### config.mk
export PLATFORM = sky130hd
export DESIGN_NAME = ifetch_queue
export DESIGN_NICKNAME = d
export VERILOG_FILES = /design/src/rtl/ifetch_queue_pkg.sv /design/src/rtl/ifetch_queue_fifo.sv /design/src/rtl/ifetch_queue.sv
export SDC_FILE = /design/constraint.sdc
export NUM_CORES = 1
export LEC_CHECK = 0
export CORE_AREA = 2 2 215 175
export DETAILED_ROUTE_END_ITERATION = 12
export DIE_AREA = 0 0 217 177
export PLACE_DENSITY = 0.69
export SETUP_SLACK_MARGIN = 0.2
export SLEW_MARGIN = 20
export SYNTH_ARGS = -nofsm -noshare
export SYNTH_HDL_FRONTEND = slang
export SYNTH_HIERARCHICAL = 1
export SYNTH_SLANG_ARGS = --single-unit
### constraint.sdc
create_clock -name clk -period 6.8 [get_ports clk]
set_input_delay 1.02 -clock clk [delete_from_list [all_inputs] [get_ports clk]]
set_output_delay 1.02 -clock clk [all_outputs]
set_load 0.02 [all_outputs]
### src/rtl/ifetch_queue_pkg.sv
// ============================================================================
// Module : ifetch_queue_pkg
// Purpose: Shared definitions for the queued instruction fetch stage.
//          Holds default datapath widths, the sequential PC step and the
//          fetch FSM state encodings.
// Ports  : none (package)
// Rev    : 1.0 - initial release
// ============================================================================
`default_nettype none

package ifetch_queue_pkg;

  localparam int unsigned DEF_ADDR_W  = 32;
  localparam int unsigned DEF_INSTR_W = 32;

  // Byte distance between sequential instructions.
  localparam int unsigned INSTR_STEP  = 4;

  // IDLE: free to issue a request. WAIT: one request is outstanding.
  typedef enum logic [0:0] {
    FETCH_IDLE = 1'b0,
    FETCH_WAIT = 1'b1
  } fetch_state_e;

endpackage : ifetch_queue_pkg

`default_nettype wire

### src/rtl/ifetch_queue_fifo.sv
// ============================================================================
// Module : iq_fifo
// Purpose: Parametrised synchronous FIFO. Holds opaque DATA_W-bit entries;
//          the fetch stage packs {instr, pc, pred_taken} into each one.
//          Flush has priority over push/pop. A push is accepted when full
//          only if a pop frees a slot in the same cycle.
// Ports  : clk, rst_n       - clock, asynchronous active-low reset
//          flush_i          - drop all entries
//          push_i/push_data_i - write an entry at the tail
//          pop_i            - retire the head entry
//          head_data_o      - entry at the head (registered storage)
//          full_o/empty_o/count_o - occupancy status
// Rev    : 1.0 - initial release
// ============================================================================
`default_nettype none

module iq_fifo #(
  parameter int unsigned DATA_W = 65,
  parameter int unsigned DEPTH  = 4
) (
  input  logic                   clk,
  input  logic                   rst_n,
  input  logic                   flush_i,
  input  logic                   push_i,
  input  logic [DATA_W-1:0]      push_data_i,
  input  logic                   pop_i,
  output logic [DATA_W-1:0]      head_data_o,
  output logic                   full_o,
  output logic                   empty_o,
  output logic [$clog2(DEPTH):0] count_o
);

  localparam int unsigned PTR_W = $clog2(DEPTH);
  localparam int unsigned CNT_W = PTR_W + 1;

  logic [DATA_W-1:0] mem_q [DEPTH];
  logic [PTR_W-1:0]  head_q, head_d;
  logic [PTR_W-1:0]  tail_q, tail_d;
  logic [CNT_W-1:0]  count_q, count_d;
  logic              w_do_push;
  logic              w_do_pop;

  assign full_o      = (count_q == CNT_W'(DEPTH));
  assign empty_o     = (count_q == '0);
  assign count_o     = count_q;
  assign head_data_o = mem_q[head_q];

  assign w_do_pop  = pop_i && !empty_o;
  assign w_do_push = push_i && (!full_o || w_do_pop);

  // DEPTH is a power of two, so the pointers wrap by plain overflow.
  always_comb begin
    head_d  = head_q;
    tail_d  = tail_q;
    count_d = count_q;
    if (flush_i) begin
      head_d  = '0;
      tail_d  = '0;
      count_d = '0;
    end else begin
      if (w_do_push) tail_d = tail_q + PTR_W'(1);
      if (w_do_pop)  head_d = head_q + PTR_W'(1);
      case ({w_do_push, w_do_pop})
        2'b10:   count_d = count_q + CNT_W'(1);
        2'b01:   count_d = count_q - CNT_W'(1);
        default: count_d = count_q;
      endcase
    end
  end

  always_ff @(posedge clk or negedge rst_n) begin
    if (!rst_n) begin
      head_q  <= '0;
      tail_q  <= '0;
      count_q <= '0;
    end else begin
      head_q  <= head_d;
      tail_q  <= tail_d;
      count_q <= count_d;
    end
  end

  // Storage needs no reset: an entry is only visible once count covers it.
  always_ff @(posedge clk) begin
    if (w_do_push && !flush_i) begin
      mem_q[tail_q] <= push_data_i;
    end
  end

endmodule : iq_fifo

`default_nettype wire

### src/rtl/ifetch_queue.sv
// ============================================================================
// Module : ifetch_queue
// Purpose: Queued instruction fetch stage. Keeps one ICache request in
//          flight, consults the branch predictor on each returning
//          instruction and buffers {instr, pc, pred_taken} in an
//          IQ_DEPTH-entry FIFO that feeds decode over valid/ready.
//          ROB redirects flush the queue and retarget the PC; a response
//          still in flight across a redirect is discarded on arrival.
// Build  : define IFETCH_BYPASS_EN to let an accepted response reach
//          dec_* combinationally when the queue is empty and decode is
//          ready (the entry is then not written into the queue).
// Ports  : clk, rst_n, rdy              - clock, async reset, global stall
//          redirect_valid/redirect_pc   - ROB redirect
//          icache_req_valid/_addr       - fetch request
//          icache_resp_valid/_instr     - fetch response
//          bp_pc/bp_instr -> bp_taken/bp_target - predictor lookup
//          dec_valid/instr/pc/pred_taken, dec_ready - decode handshake
// Rev    : 1.0 - initial release
// ============================================================================
`default_nettype none

module ifetch_queue
  import ifetch_queue_pkg::*;
#(
  parameter int unsigned       ADDR_W   = DEF_ADDR_W,
  parameter int unsigned       INSTR_W  = DEF_INSTR_W,
  parameter int unsigned       IQ_DEPTH = 4,
  parameter logic [ADDR_W-1:0] RESET_PC = '0
) (
  input  logic               clk,
  input  logic               rst_n,
  input  logic               rdy,
  input  logic               redirect_valid,
  input  logic [ADDR_W-1:0]  redirect_pc,
  output logic               icache_req_valid,
  output logic [ADDR_W-1:0]  icache_req_addr,
  input  logic               icache_resp_valid,
  input  logic [INSTR_W-1:0] icache_resp_instr,
  output logic [ADDR_W-1:0]  bp_pc,
  output logic [INSTR_W-1:0] bp_instr,
  input  logic               bp_taken,
  input  logic [ADDR_W-1:0]  bp_target,
  output logic               dec_valid,
  output logic [INSTR_W-1:0] dec_instr,
  output logic [ADDR_W-1:0]  dec_pc,
  output logic               dec_pred_taken,
  input  logic               dec_ready
);

  localparam int unsigned ENT_W = INSTR_W + ADDR_W + 1;
  localparam int unsigned CNT_W = $clog2(IQ_DEPTH) + 1;

  fetch_state_e      state_q, state_d;
  logic [ADDR_W-1:0] pc_q, pc_d;
  logic              drop_q, drop_d;

  logic              w_issue;
  logic              w_accept;
  logic              w_bypass;
  logic              w_push;
  logic              w_pop;
  logic              w_flush;
  logic              w_slot_free;
  logic [ENT_W-1:0]  w_resp_ent;
  logic [ENT_W-1:0]  w_head_ent;
  logic              w_full;
  logic              w_empty;
  logic [CNT_W-1:0]  w_count;

  // --------------------------------------------------------------------------
  // Request / response qualification
  // --------------------------------------------------------------------------
  // A slot is reserved at issue time; the single outstanding response is
  // therefore always guaranteed room when it returns.
  assign w_slot_free = !w_full && (w_count < CNT_W'(IQ_DEPTH));

  // rst_n term keeps the strobe low while reset is held.
  assign w_issue = rst_n && rdy && (state_q == FETCH_IDLE) && w_slot_free
                   && !redirect_valid;

  assign w_accept = rdy && (state_q == FETCH_WAIT) && icache_resp_valid
                    && !drop_q && !redirect_valid;

`ifdef IFETCH_BYPASS_EN
  assign w_bypass = w_accept && w_empty && dec_ready;
`else
  assign w_bypass = 1'b0;
`endif

  assign w_resp_ent = {icache_resp_instr, pc_q, bp_taken};
  assign w_push     = w_accept && !w_bypass;
  assign w_flush    = rdy && redirect_valid;
  assign w_pop      = rdy && !redirect_valid && !w_empty && dec_ready;

  assign icache_req_valid = w_issue;
  assign icache_req_addr  = pc_q;
  assign bp_pc            = pc_q;
  assign bp_instr         = icache_resp_instr;

  // --------------------------------------------------------------------------
  // Fetch FSM and PC
  // --------------------------------------------------------------------------
  always_comb begin
    state_d = state_q;
    pc_d    = pc_q;
    drop_d  = drop_q;
    if (rdy) begin
      if (redirect_valid) begin
        pc_d = redirect_pc;
        if (state_q == FETCH_WAIT) begin
          if (icache_resp_valid) begin
            // Response consumed (and discarded) in the redirect cycle.
            state_d = FETCH_IDLE;
            drop_d  = 1'b0;
          end else begin
            drop_d  = 1'b1;
          end
        end
      end else begin
        case (state_q)
          FETCH_IDLE: begin
            if (w_issue) state_d = FETCH_WAIT;
          end
          FETCH_WAIT: begin
            if (icache_resp_valid) begin
              state_d = FETCH_IDLE;
              drop_d  = 1'b0;
              if (!drop_q) begin
                pc_d = bp_taken ? bp_target : (pc_q + ADDR_W'(INSTR_STEP));
              end
            end
          end
          default: state_d = FETCH_IDLE;
        endcase
      end
    end
  end

  always_ff @(posedge clk or negedge rst_n) begin
    if (!rst_n) begin
      state_q <= FETCH_IDLE;
      pc_q    <= RESET_PC;
      drop_q  <= 1'b0;
    end else begin
      state_q <= state_d;
      pc_q    <= pc_d;
      drop_q  <= drop_d;
    end
  end

  // --------------------------------------------------------------------------
  // Instruction queue
  // --------------------------------------------------------------------------
  iq_fifo #(
    .DATA_W (ENT_W),
    .DEPTH  (IQ_DEPTH)
  ) u_iq_fifo (
    .clk         (clk),
    .rst_n       (rst_n),
    .flush_i     (w_flush),
    .push_i      (w_push),
    .push_data_i (w_resp_ent),
    .pop_i       (w_pop),
    .head_data_o (w_head_ent),
    .full_o      (w_full),
    .empty_o     (w_empty),
    .count_o     (w_count)
  );

  // Decode outputs are zero whenever nothing is presented, so stale storage
  // never leaks onto the bus.
  always_comb begin
    dec_valid      = 1'b0;
    dec_instr      = '0;
    dec_pc         = '0;
    dec_pred_taken = 1'b0;
    if (w_bypass) begin
      dec_valid                            = 1'b1;
      {dec_instr, dec_pc, dec_pred_taken}  = w_resp_ent;
    end else if (!w_empty) begin
      dec_valid                            = 1'b1;
      {dec_instr, dec_pc, dec_pred_taken}  = w_head_ent;
    end
  end

endmodule : ifetch_queue

`default_nettype wire

==> run metrics <==
Peak Freq around 0.22 GHz; IO Count roughly 270; # diodes 0; crit-path max cell delay just over 1000 ps; clock buffer depth 3; setup violators final 0; critical-path cell list buf_4 -> mux4_2 -> nor2b_1 -> clkdlybuf4s50_1; Critical-path top delay cell dfrtp_4; area share of the largest cell type after synthesis a little under three fifths; Setup TNS Final 0 ps; critical path data arrival time 3480 ps; internal power roughly 3.6 mW; syn_nets ~960; Rel. slew slack 28.5%; gr ovfl total 0; clock share of power roughly 37%; CTS tree done; std cell rows between 60 and 70; Post-synth ARST share 13.6%; die width between 200 and 250 um; Initial Utilization a little under two fifths; cell leakage power 5.54 nW; vias in the first global route 8,050; Filler Cell Count 3,133; critical path type flip-flop to primary output; dpl cell area approximately 16,000 um^2; EDFF count, synth 260; largest area contributor in the netlist edfxtp_1; Die H 177 um; clock tree sinks ~300; cells after synthesis 853; Yosys Warn Count 6; post-DP HPWL around 21,000 um; Syn Area/Cell around 16 um^2; Root Buffer clkbuf_16; Clock Latency Late Sink 550 ps; post-cts resize count 0; Seq cells post-synth 301; Hold Buf Count CTS 0; most common cell after layout, fill and taps aside clkdlybuf4s50_1; sequential share of power a little under half; H-tree levels 1; Sw Pwr about 1.2 mW; final hold vios 0; Layout Skew about 21 ps; via count 8,083; first-pass GRT wire length slightly below 50,000 um; Pre-antenna DRT Iters 6; share of layout cells above drive strength 1 a little over an eighth; Routed Antenna Nets 0; Area contributors post-synth edfxtp_1, mux4_2, dfrtp_1; Area Overhead vs Synth 26.4%; GR Util All Layers between 15 and 20%; logic gate share of total power between 10% and 20%; CP required slightly below 6000 ps; Max-Cap Viols 0; final total power ~4.8 mW; antenna violations before repair 0; Final period util about two thirds; main flop type after synthesis edfxtp_1; core area 36,400 um^2; Die ar. a little under 40,000 um^2; RSZ-0062 raised after global routing no; DR vias/cell around 5.2; Sw Share 25.7%; # DRC 0; Non-Filler Cell Area, Final ~17,000 um^2; family with the most delay on the worst path buffers and inverters; Post-CTS Setup Bufs 0; placer congestion estimate 0.763; cell area power density roughly 280 nW/um^2; fin. max-slew vios 0; worst vdd ir around 0.22 mV; nets@finish approximately 1,100; Min Clock Period, post-route around 4500 ps; register area share after synthesis approximately two thirds; synth unique cells 70; final WL around 33,000 um; largest net degree at the start of global routing 67; worst hold slack ~550 ps; input/output buffers 265; status finished clean; crit start category flip-flop; WP buf/inv 2; per-cell routed wire length ~21 um; initial drt markers about 560; Critical Path Fanout Max 45; mapped cell area roughly 14,000 um^2; crit end category primary output; clock-pin slew of the registers on the worst-case setup and hold paths 60 ps; most frequent cells in the layout clkdlybuf4s50_1, edfxtp_1, nor2b_1; Worst Max-Slew Pin Slew about 1100 ps; CTS Buf Count 30; Hold Crit Class input pin to async pin
cells by family after synthesis:
group           after synthesis  share of synthesized area [%]
compound gates              127                           6.66
xor+xnor                      5                          0.322
fa+ha+maj                     6                          0.608
buf+inv                     130                           6.52
flops                       301                           65.0
mux                          80                           11.9
simple gates                204                           9.01
cell type report:
class	instances	area [um^2]	area share, %
Sequential cell	301	8840	51.5
Multi-Input combinational cell	422	3890	22.6
Timing Repair Buffer	274	2710	15.8
Clock buffer	39	816	4.75
Tap cell	487	609	3.55
Clock inverter	17	275	1.60
Inverter	11	41.3	0.240
layer usage:
metal	track usage [%]	routed length [um]
met5	0	0
met4	3.08	515
met3	3.38	2490
met2	27.2	15300
met1	24.4	14800
sequential cells by signal, indices dropped and copies added, names as in the netlist:
signal,cells
u_iq_fifo/mem_q,260
bp_pc,32
u_iq_fifo/count_o,3
u_iq_fifo/head_q,2
u_iq_fifo/tail_q,2
drop_q,1
state_q,1
power groups by stage:
stage,clock network [mW],logic (mW),registers (mW)
CTS,1.84,0.734,2.28
global placement,0,0.726,2.31
finish,1.79,0.725,2.28
floorplan,0,0.375,2.28
global route,1.91,0.775,2.30
detailed placement,0,0.730,2.32
worst reg2reg max path: cells and delay by family (launching register included):
family | cells | cell delay (ps)
DFF | 1 | 460
AOI/OAI and AO/OA | 4 | 570
buffers and inverters | 1 | 180
and+or+nand+nor | 5 | 1520
adders and majority gates | 1 | 520
path summary, 6_finish.rpt:
kind	from	endpoint	slack, ps	cells past startpoint
setup / recovery	u_iq_fifo/head_q[0]	dec_pc[29]	2300	4
hold / removal	rst_n	bp_pc[2]	550	2
setup reg to reg	u_iq_fifo/count_o[0]	u_iq_fifo/count_o[1]	3450	11
hold reg to reg	drop_q	drop_q	580	2
max in group asynchronous	rst_n	u_iq_fifo/head_q[0]	5770	2
min in group clk	drop_q	drop_q	580	2
Yosys cell counts, drive strengths merged, types with 11 or more instances:
cell type and instances:
nand4 13, buf 103, dfrtp 41, o21ai 37
nor2b 71, inv 11, mux4 65, mux2i 14
nor2 19, edfxtp 260, o211ai 18, nand3 17
clkbuf 16, nand2 31, a22o 11
metrics by stage:
step / util [%] / setup slack (ps) / cells
5_1_grt: 47.2 / 2030 / 1551
4_1_cts: 47.2 / 2190 / 1551
3_5_place_dp: 44.2 / 2780 / 1495
3_3_place_gp: 44.2 / 2800 / 1495
2_1_floorplan: - / 2640 / 853
6_report: 47.2 / 2300 / 1551
Power figures use the tool's default switching activity.
